## config.mk

```make
export PLATFORM = sky130hd
export DESIGN_NAME = instr_fetch
export DESIGN_NICKNAME = d
export VERILOG_FILES = /design/src/rtl/instr_fetch_pkg.sv /design/src/rtl/instr_fetch_next_pc_calc.sv /design/src/rtl/instr_fetch.sv
export SDC_FILE = /design/constraint.sdc
export NUM_CORES = 1
export LEC_CHECK = 0
export CAP_MARGIN = 20
export CORE_ASPECT_RATIO = 0.7
export CORE_MARGIN = 4
export CORE_UTILIZATION = 35
export DETAILED_ROUTE_END_ITERATION = 16
export PLACE_DENSITY = 0.67
export SLEW_MARGIN = 20
export SYNTH_ARGS = -nofsm -noshare
export SYNTH_HDL_FRONTEND = slang
export SYNTH_SLANG_ARGS = --single-unit
```

## constraint.sdc

```tcl
create_clock -name clk -period 7.1 [get_ports clk]
set_input_delay 1.065 -clock clk [delete_from_list [all_inputs] [get_ports clk]]
set_output_delay 1.065 -clock clk [all_outputs]
set_load 0.01 [all_outputs]
```

## src/rtl/instr_fetch_pkg.sv

```systemverilog
// Shared types and constants for the instruction fetch unit: fetch states,
// instruction field positions, default reset PC and a field-splitting helper.
`default_nettype none

package instr_fetch_pkg;

  typedef enum logic [1:0] {
    IF_S_START = 2'd0,
    IF_S_REQ   = 2'd1,
    IF_S_WAIT  = 2'd2,
    IF_S_ISSUE = 2'd3
  } if_state_e;

  localparam int OPCODE_HI = 31;
  localparam int OPCODE_LO = 26;
  localparam int RS_HI     = 25;
  localparam int RS_LO     = 21;
  localparam int RT_HI     = 20;
  localparam int RT_LO     = 16;
  localparam int RD_HI     = 15;
  localparam int RD_LO     = 11;
  localparam int FUNCT_HI  = 5;
  localparam int FUNCT_LO  = 0;
  localparam int IMM_HI    = 15;
  localparam int IMM_LO    = 0;
  localparam int JADDR_HI  = 25;
  localparam int JADDR_LO  = 0;

  localparam logic [31:0] IF_DEFAULT_RESET_PC = 32'h0000_0000;

  typedef struct packed {
    logic [5:0]  opcode;
    logic [4:0]  rs;
    logic [4:0]  rt;
    logic [4:0]  rd;
    logic [15:0] imm;
    logic [5:0]  funct;
  } instr_fields_t;

  function automatic instr_fields_t split_fields(input logic [31:0] word);
    instr_fields_t f;
    f.opcode = word[OPCODE_HI:OPCODE_LO];
    f.rs     = word[RS_HI:RS_LO];
    f.rt     = word[RT_HI:RT_LO];
    f.rd     = word[RD_HI:RD_LO];
    f.imm    = word[IMM_HI:IMM_LO];
    f.funct  = word[FUNCT_HI:FUNCT_LO];
    return f;
  endfunction

endpackage

`default_nettype wire

```

## src/rtl/instr_fetch_next_pc_calc.sv

```systemverilog
// Combinational next-PC selection: jump, taken branch, or sequential.
`default_nettype none

module next_pc_calc
  import instr_fetch_pkg::*;
#(
  parameter int PC_WIDTH = 32
) (
  input  logic [PC_WIDTH-1:0] pc_plus4,
  input  logic [31:0]         instr,
  input  logic                branch,
  input  logic                zero,
  input  logic                jump,
  output logic [PC_WIDTH-1:0] next_pc
);

  logic [PC_WIDTH-1:0] jump_target;
  logic [PC_WIDTH-1:0] branch_offset;
  logic [PC_WIDTH-1:0] branch_target;
  logic                unused_opcode;

  // Jump keeps the 256 MB region of the sequential address.
  assign jump_target   = {pc_plus4[PC_WIDTH-1:28], instr[JADDR_HI:JADDR_LO], 2'b00};
  assign branch_offset = {{(PC_WIDTH-18){instr[IMM_HI]}}, instr[IMM_HI:IMM_LO], 2'b00};
  assign branch_target = pc_plus4 + branch_offset;
  assign unused_opcode = ^instr[OPCODE_HI:OPCODE_LO];

  always_comb begin
    next_pc = pc_plus4;
    if (jump) begin
      next_pc = jump_target;
    end else if (branch && zero) begin
      next_pc = branch_target;
    end
  end

endmodule

`default_nettype wire

```

## src/rtl/instr_fetch.sv

```systemverilog
// Instruction fetch unit: owns the PC, fetches one word at a time from
// instruction memory and presents it to the decoder with valid/ready.
`default_nettype none

module instr_fetch
  import instr_fetch_pkg::*;
#(
  parameter int                 PC_WIDTH  = 32,
  parameter logic [PC_WIDTH-1:0] RESET_PC = PC_WIDTH'(IF_DEFAULT_RESET_PC),
  parameter int                 CNT_WIDTH = 32
) (
  input  logic                 clk,
  input  logic                 rst_n,
  output logic                 imem_req,
  output logic [PC_WIDTH-1:0]  imem_addr,
  input  logic                 imem_rvalid,
  input  logic [31:0]          imem_rdata,
  output logic                 instr_valid,
  input  logic                 instr_ready,
  output logic [31:0]          instr,
  output logic [5:0]           opcode,
  output logic [5:0]           funct,
  output logic [4:0]           rs,
  output logic [4:0]           rt,
  output logic [4:0]           rd,
  output logic [15:0]          imm,
  output logic [PC_WIDTH-1:0]  pc,
  output logic [PC_WIDTH-1:0]  pc_plus4,
  input  logic                 branch,
  input  logic                 zero,
  input  logic                 jump,
  output logic [CNT_WIDTH-1:0] retired
);

  localparam logic [PC_WIDTH-1:0] RESET_PC_ALIGNED = {RESET_PC[PC_WIDTH-1:2], 2'b00};

  if_state_e           state_q;
  logic [PC_WIDTH-1:0] pc_q;
  logic [31:0]         instr_q;
  logic [CNT_WIDTH-1:0] retired_q;
  logic                imem_req_q;
  logic                instr_valid_q;
  logic [PC_WIDTH-1:0] pc_plus4_w;
  logic [PC_WIDTH-1:0] next_pc_d;
  logic                accept;
  instr_fields_t       fields;

  assign pc_plus4_w = pc_q + PC_WIDTH'(4);
  assign accept     = instr_valid_q && instr_ready;

  next_pc_calc #(
    .PC_WIDTH (PC_WIDTH)
  ) u_next_pc_calc (
    .pc_plus4 (pc_plus4_w),
    .instr    (instr_q),
    .branch   (branch),
    .zero     (zero),
    .jump     (jump),
    .next_pc  (next_pc_d)
  );

  // Outputs are registered alongside the state so they change only on edges.
  always_ff @(posedge clk or negedge rst_n) begin
    if (!rst_n) begin
      state_q       <= IF_S_START;
      pc_q          <= RESET_PC_ALIGNED;
      instr_q       <= 32'h0;
      retired_q     <= '0;
      imem_req_q    <= 1'b0;
      instr_valid_q <= 1'b0;
    end else begin
      case (state_q)
        IF_S_START: begin
          state_q    <= IF_S_REQ;
          imem_req_q <= 1'b1;
        end
        IF_S_REQ: begin
          state_q    <= IF_S_WAIT;
          imem_req_q <= 1'b0;
        end
        IF_S_WAIT: begin
          if (imem_rvalid) begin
            instr_q       <= imem_rdata;
            instr_valid_q <= 1'b1;
            state_q       <= IF_S_ISSUE;
          end
        end
        IF_S_ISSUE: begin
          if (accept) begin
            pc_q          <= next_pc_d;
            retired_q     <= retired_q + CNT_WIDTH'(1);
            instr_valid_q <= 1'b0;
            imem_req_q    <= 1'b1;
            state_q       <= IF_S_REQ;
          end
        end
        default: begin
          state_q       <= IF_S_START;
          imem_req_q    <= 1'b0;
          instr_valid_q <= 1'b0;
        end
      endcase
    end
  end

  assign fields      = split_fields(instr_q);
  assign imem_req    = imem_req_q;
  assign imem_addr   = pc_q;
  assign instr_valid = instr_valid_q;
  assign instr       = instr_q;
  assign opcode      = fields.opcode;
  assign funct       = fields.funct;
  assign rs          = fields.rs;
  assign rt          = fields.rt;
  assign rd          = fields.rd;
  assign imm         = fields.imm;
  assign pc          = pc_q;
  assign pc_plus4    = pc_plus4_w;
  assign retired     = retired_q;

endmodule

`default_nettype wire

```

-- After elaboration in Yosys (flattened, before gate mapping)
Cells that the tools add are included.
- word-level logic and storage cells: 34
- output and inout bits: 205
- flip-flop bits (word level): 100
- input bits: 39
- $add $sub $neg: 3
- muxes and demuxes: 10
- eq/ne operators: 5
- reductions and logical operators: 10
- operators by type and width (kind ; count):
    32-bit 2-to-1 mux ; 2
    32-bit by 1-bit adder with 32-bit output, second input constant ; 1
    32-bit by 3-bit adder with 32-bit output, second input constant ; 1
    32-bit adder ; 1
    2-bit one-hot mux with 4 select lines ; 1
    2-bit AND reduction ; 4
    2-bit equality test, second input constant ; 2
    2-bit 2-to-1 mux ; 2
    2-bit != test, second input constant ; 2
    1-bit 2-to-1 mux ; 3
    1-bit one-hot mux with 3 select lines ; 1
    3-bit AND reduction ; 1
    3-bit nonzero test ; 1
    2-bit by 1-bit equality test with 1-bit output, second input constant ; 1
    1-bit logical AND ; 2
    2-bit zero test ; 1
    1-bit one-hot mux with 2 select lines ; 1
    2-bit nonzero test ; 1

-- Depth between registers and ports, before layout
- depth in word-level cells: 4
- mapped depth: 15
- depth with buffers taken out: 14

-- Cells and area by module
Synthesis repeated with hierarchy kept, for this count alone.
- cell total of the unflattened synthesis: 840
- area total of the unflattened synthesis: 7502.2 um2
- modules (own cells, without submodules) (module ; instances ; seq. area each (um2) ; area each (um2) ; cells each):
    instr_fetch ; 1 ; 2502.4 ; 5261.3 ; 513
    next_pc_calc ; 1 ; 0.0 ; 2240.9 ; 327

-- Worst setup path before layout
No wires, ideal clock.
- kind: reg2reg
- from: register pc_q[4] (netlist: imem_addr[4])
- to: register pc_q[30] (netlist: imem_addr[30])
- required time: 7.013 ns
- setup time: 0.087 ns
- setup slack: 3.612 ns
- cell stages (with the launch flop): 15
- path buffers: 0
- data arrival time: 3.401 ns
- clock period less this slack: 3.488 ns
- cells stage by stage: dfrtp_1 and4_1 and3_1 nand2b_1 nor2_1 xor2_1 ha_1 a21o_1 a21o_1 a21o_1 a221o_1 o21ai_2 a21oi_2 o2111a_1 a211oi_2
- cells in the longest elaborated chain, start to end: 4
- ends and longest elaborated chain (item ; RTL line ; source):
    from (decl) ; instr_fetch.sv:38 ; logic [PC_WIDTH-1:0] pc_q;
    from (signal assigned) ; instr_fetch.sv:90 ; pc_q <= next_pc_d;
    32-bit by 3-bit adder with 32-bit output ; instr_fetch.sv:48 ; assign pc_plus4_w = pc_q + PC_WIDTH'(4);
    net pc_plus4[15] ; instr_fetch.sv:28 ; output logic [PC_WIDTH-1:0] pc_plus4,
    32-bit adder ; instr_fetch_next_pc_calc.sv:25 ; assign branch_target = pc_plus4 + branch_offset;
    32-bit 2-to-1 mux ; instr_fetch_next_pc_calc.sv:32 ; end else if (branch && zero) begin
    32-bit 2-to-1 mux ; instr_fetch_next_pc_calc.sv:30 ; if (jump) begin
The timed path passes the listed nets, and every way through them passes these cells.
A chain may end at the register's enable or synchronous reset.

-- Worst setup path in the final report
- from: register pc_q[11] (netlist: imem_addr[11])
- to: output pc_plus4[25]
- cells in the longest elaborated chain, start to end: 1
- ends and longest elaborated chain (item ; RTL line):
    32-bit by 3-bit adder with 32-bit output ; instr_fetch.sv:48
    to (decl) ; instr_fetch.sv:28
No other way between the ends.

==> flow_summary_export.csv <==
group,metric,value,unit
finish,drive_gt1_frac,0.0695,
worst_setup_path,regToRegSetupSlack,3.10,ns
worst_setup_path,path_class,"reg -> out",
worst_setup_path,cp_num_buf_inv,1,
finish,diodes,0,
clocking,clock_sinks,98,
worst_setup_path,crit_path_max_incr_delay,0.65,ns
route,drtAntennaViolNets,0,
yosys,yosys_warnings,0,
yosys,synth.top_cell.area_share,0.344,
pwr,p_clk_frac,0.475,
finish,n_fill_cell,1931,
clocking,clockBufferDepth,2,
worst_setup_path,required,6.03,ns
global_route,grt_antenna_before_repair,0,
timing,rsz0062_at_grt,"no",
timing,slew_violations,0,
clocking,post_cts_buffers,0,
die,rows,43,
finish,stdcell_count,1219,
clocking,h-tree-depth,3,
die,io_pins,244,
pwr,p_switching,0.270,mW
yosys,yosysUniqueCellTypes,62,
timing,min_period_over_period,0.606,
yosys,ys_ff_latch,98,
worst_setup_path,path_delay_family,"simple AND/OR/NAND/NOR gates",
worst_setup_path,critPathMaxFanout,8,
yosys,synth_ff_type,"dfrtp_1",
route,viasPerCell,5.28,
timing,hold_viol_final,0,
pwr,p_int,0.893,mW
route,vias,6438,
worst_hold_path,hp-class,"reg -> reg",
timing,period_minus_slack,4.30,ns
route,wl_per_cell,18.7,um
die,chipHeight,127,um
yosys,async_flop_share,1.00,
global_route,grt_max_degree,69,
timing,setup_tns,0,ns
die,die_x,179,um
timing,setup_ws,2.80,ns
worst_setup_path,end_kind,"output pin",
timing,fin_skew,0.00859,ns
yosys,syn_inst,785,
route,drc_errors,0,
pwr,swShare,0.232,
pwr,p_leak,4.23,nW
clocking,cts_tree,"done",
die,core,19900,sq um
pwr,combPwrFrac,0.046,
worst_setup_path,cpMaxStageDelayCell,"clkdlybuf4s50_1",
outcome,status,"completed",
route,drt_iter0_drc,558,
global_route,grt_pass1_vias,6178,
timing,setup_viol,0,
yosys,yosysTopAreaCell,"dfrtp_1",
clocking,clockRootBuffer,"clkbuf_16",
yosys,syn-mean-instance-area,9.08,sq um
worst_setup_path,path_cells,"nand4_1, nor4_2, and2_1, nand3_1, xnor2_1, clkdlybuf4s50_1",
clocking,clock_latency,0.35,ns
placement,dp_slack,3.16,ns
yosys,synth_area_leaders,"dfrtp_1, buf_4, ha_1, xnor2_1, mux2_2",
placement,dp_hpwl,17300,um
route,wl,22700,um
global_route,grt_pass1_wl,35400,um
yosys,syn-cell-area,7120,sq um
route,dr.pass1.iters,5,
pwr,p_per_area,122,nW/um^2
pwr,seq_power_share,0.479,
timing,max_slew_margin,0.341,
clocking,cts_buffers,9,
worst_setup_path,start_kind,"register",
timing,finalHoldWorstSlack,0.475,ns
worst_setup_path,arrival,3.24,ns
placement,dp_cells,1204,
placement,numPortBuffers,237,
yosys,seq_area_frac_synth,0.344,
clocking,cts_resized,0,
die,start_util,0.358,
global_route,overflow,0,
finish,stdcell_area,9560,sq um
timing,fmax,232,MHz
die,dieArea,22700,sq um
placement,gp_congestion,0.933,
run,maxCapViolations,0,
yosys,synth_edf_count,0,
pwr,vdd_drop_max,0.000126,V
finish,finalNetCount,1026,
global_route,grt_usage,0.197,
placement,placed_cell_area,9230,sq um
clocking,clk_pin_slew,0.07,ns
finish,syn2layout_area_growth,34.1,%
clocking,ctsHoldBuffers,0,
timing,tightest_slew,0.989,ns
-- metrics by stage --
stage / total power, mW / utilization
3_5_place_dp: 0.623 / 0.464
4_1_cts: 1.18 / 0.480
2_1_floorplan: 0.586 / -
5_1_grt: 1.21 / 0.480
6_report: 1.16 / 0.480
3_3_place_gp: 0.623 / 0.464
-- sequential cells by signal (all words and copies together), names as in the netlist --
register and cells:
instr_valid 1, imem_addr 30, state_q 2, imem_req 1, retired 32, instr 32
-- routing by layer --
| metal | share of wire | global-route usage | up-vias | wire length [um] |
|---|---|---|---|---|
| li1 | - | - | 3050 | - |
| met1 | 0.46 | 0.294 | 3060 | 10500 |
| met2 | 0.42 | 0.280 | 310 | 9530 |
| met3 | 0.11 | 0.0642 | 18 | 2470 |
| met4 | 0.0099 | 0.0356 | 0 | 225 |
| met5 | 0 | 0 | - | 0 |
-- synthesized netlist by cell type, types with 10 or more instances --
cell type,number
nor2_1,55
o21ai_0,24
and3_1,16
nand2_1,77
and2_1,10
ha_1,41
mux2_2,32
a21o_1,20
inv_1,14
xor2_1,23
clkbuf_1,13
a21oi_1,49
buf_4,79
nand4_1,14
dfrtp_1,98
xnor2_1,57
a211oi_1,12
nand3_1,30
-- logic make-up after synthesis --
logic type	share of synthesized area
adder cells (fa/ha/maj)	0.0748
buffers and inverters	0.102
flip-flops	0.344
other	0.000526
AO/OA/AOI/OAI	0.160
XOR/XNOR	0.0983
AND/OR/NAND/NOR	0.162
multiplexers	0.0578
-- power by group through the flow --
stage,combinational (mW),sequential [mW],clock (mW)
floorplan,0.0170,0.569,0
global placement,0.0543,0.569,0
detailed placement,0.0546,0.569,0
CTS,0.0548,0.558,0.572
global route,0.0595,0.558,0.593
finish,0.0537,0.558,0.553
-- worst paths after layout --
check | start | to | depth (start not counted)
worst max-delay path | imem_addr[11] | pc_plus4[25] | 6
worst max register to register | imem_addr[4] | imem_addr[30] | 14
max in group asynchronous | rst_n | imem_addr[19] | 2
worst min register to register | retired[31] | retired[31] | 1
worst min-delay path | retired[31] | retired[31] | 1
min in group asynchronous | rst_n | instr[15] | 1
-- cells in the final DEF (no fill, tap or decap), types with 3 or more instances in the layout --
cell and instances:
inv_1 14, or3_1 5, o22ai_1 4, o211ai_1 5
clkdlybuf4s50_1 236, a21o_1 20, a21oi_1 49, dfrtp_1 98
xor2_1 23, a221o_1 3, ha_1 41, o21ai_0 24
o21bai_1 5, nand3_1 29, conb_1 6, nor2_1 55
o21a_1 4, buf_4 7, nor3_1 9, nand2_1 76
and2_1 10, nor4_1 3, o31ai_1 3, mux2i_1 4
a221oi_1 5, mux2_2 32, and3_1 16, xnor2_1 57
o21ai_1 9, a211oi_1 12, o221ai_1 6, a31oi_1 8
nand4_1 14, and4_1 4, nor2b_1 5, clkbuf_16 9
-- area by class of cell --
class	instances	area [sq um]	area share
multi-input combinational	578	3970	0.416
sequential	98	2450	0.257
timing repair buffer	243	2410	0.253
tap	270	338	0.0354
clock buffer	9	225	0.0236
clock inverter	6	97.6	0.0102
inverter	15	56.3	0.00589
-- worst reg2reg max path: cells and delay by family, from the launching register on --
family	cells	cell delay, ns
flip-flops	1	0.54
AND/OR/NAND/NOR	4	1.00
XOR/XNOR	1	0.27
AO/OA/AOI/OAI	8	1.72
adder cells (fa/ha/maj)	1	0.38
Note: power is estimated with default switching activity, not from simulation.
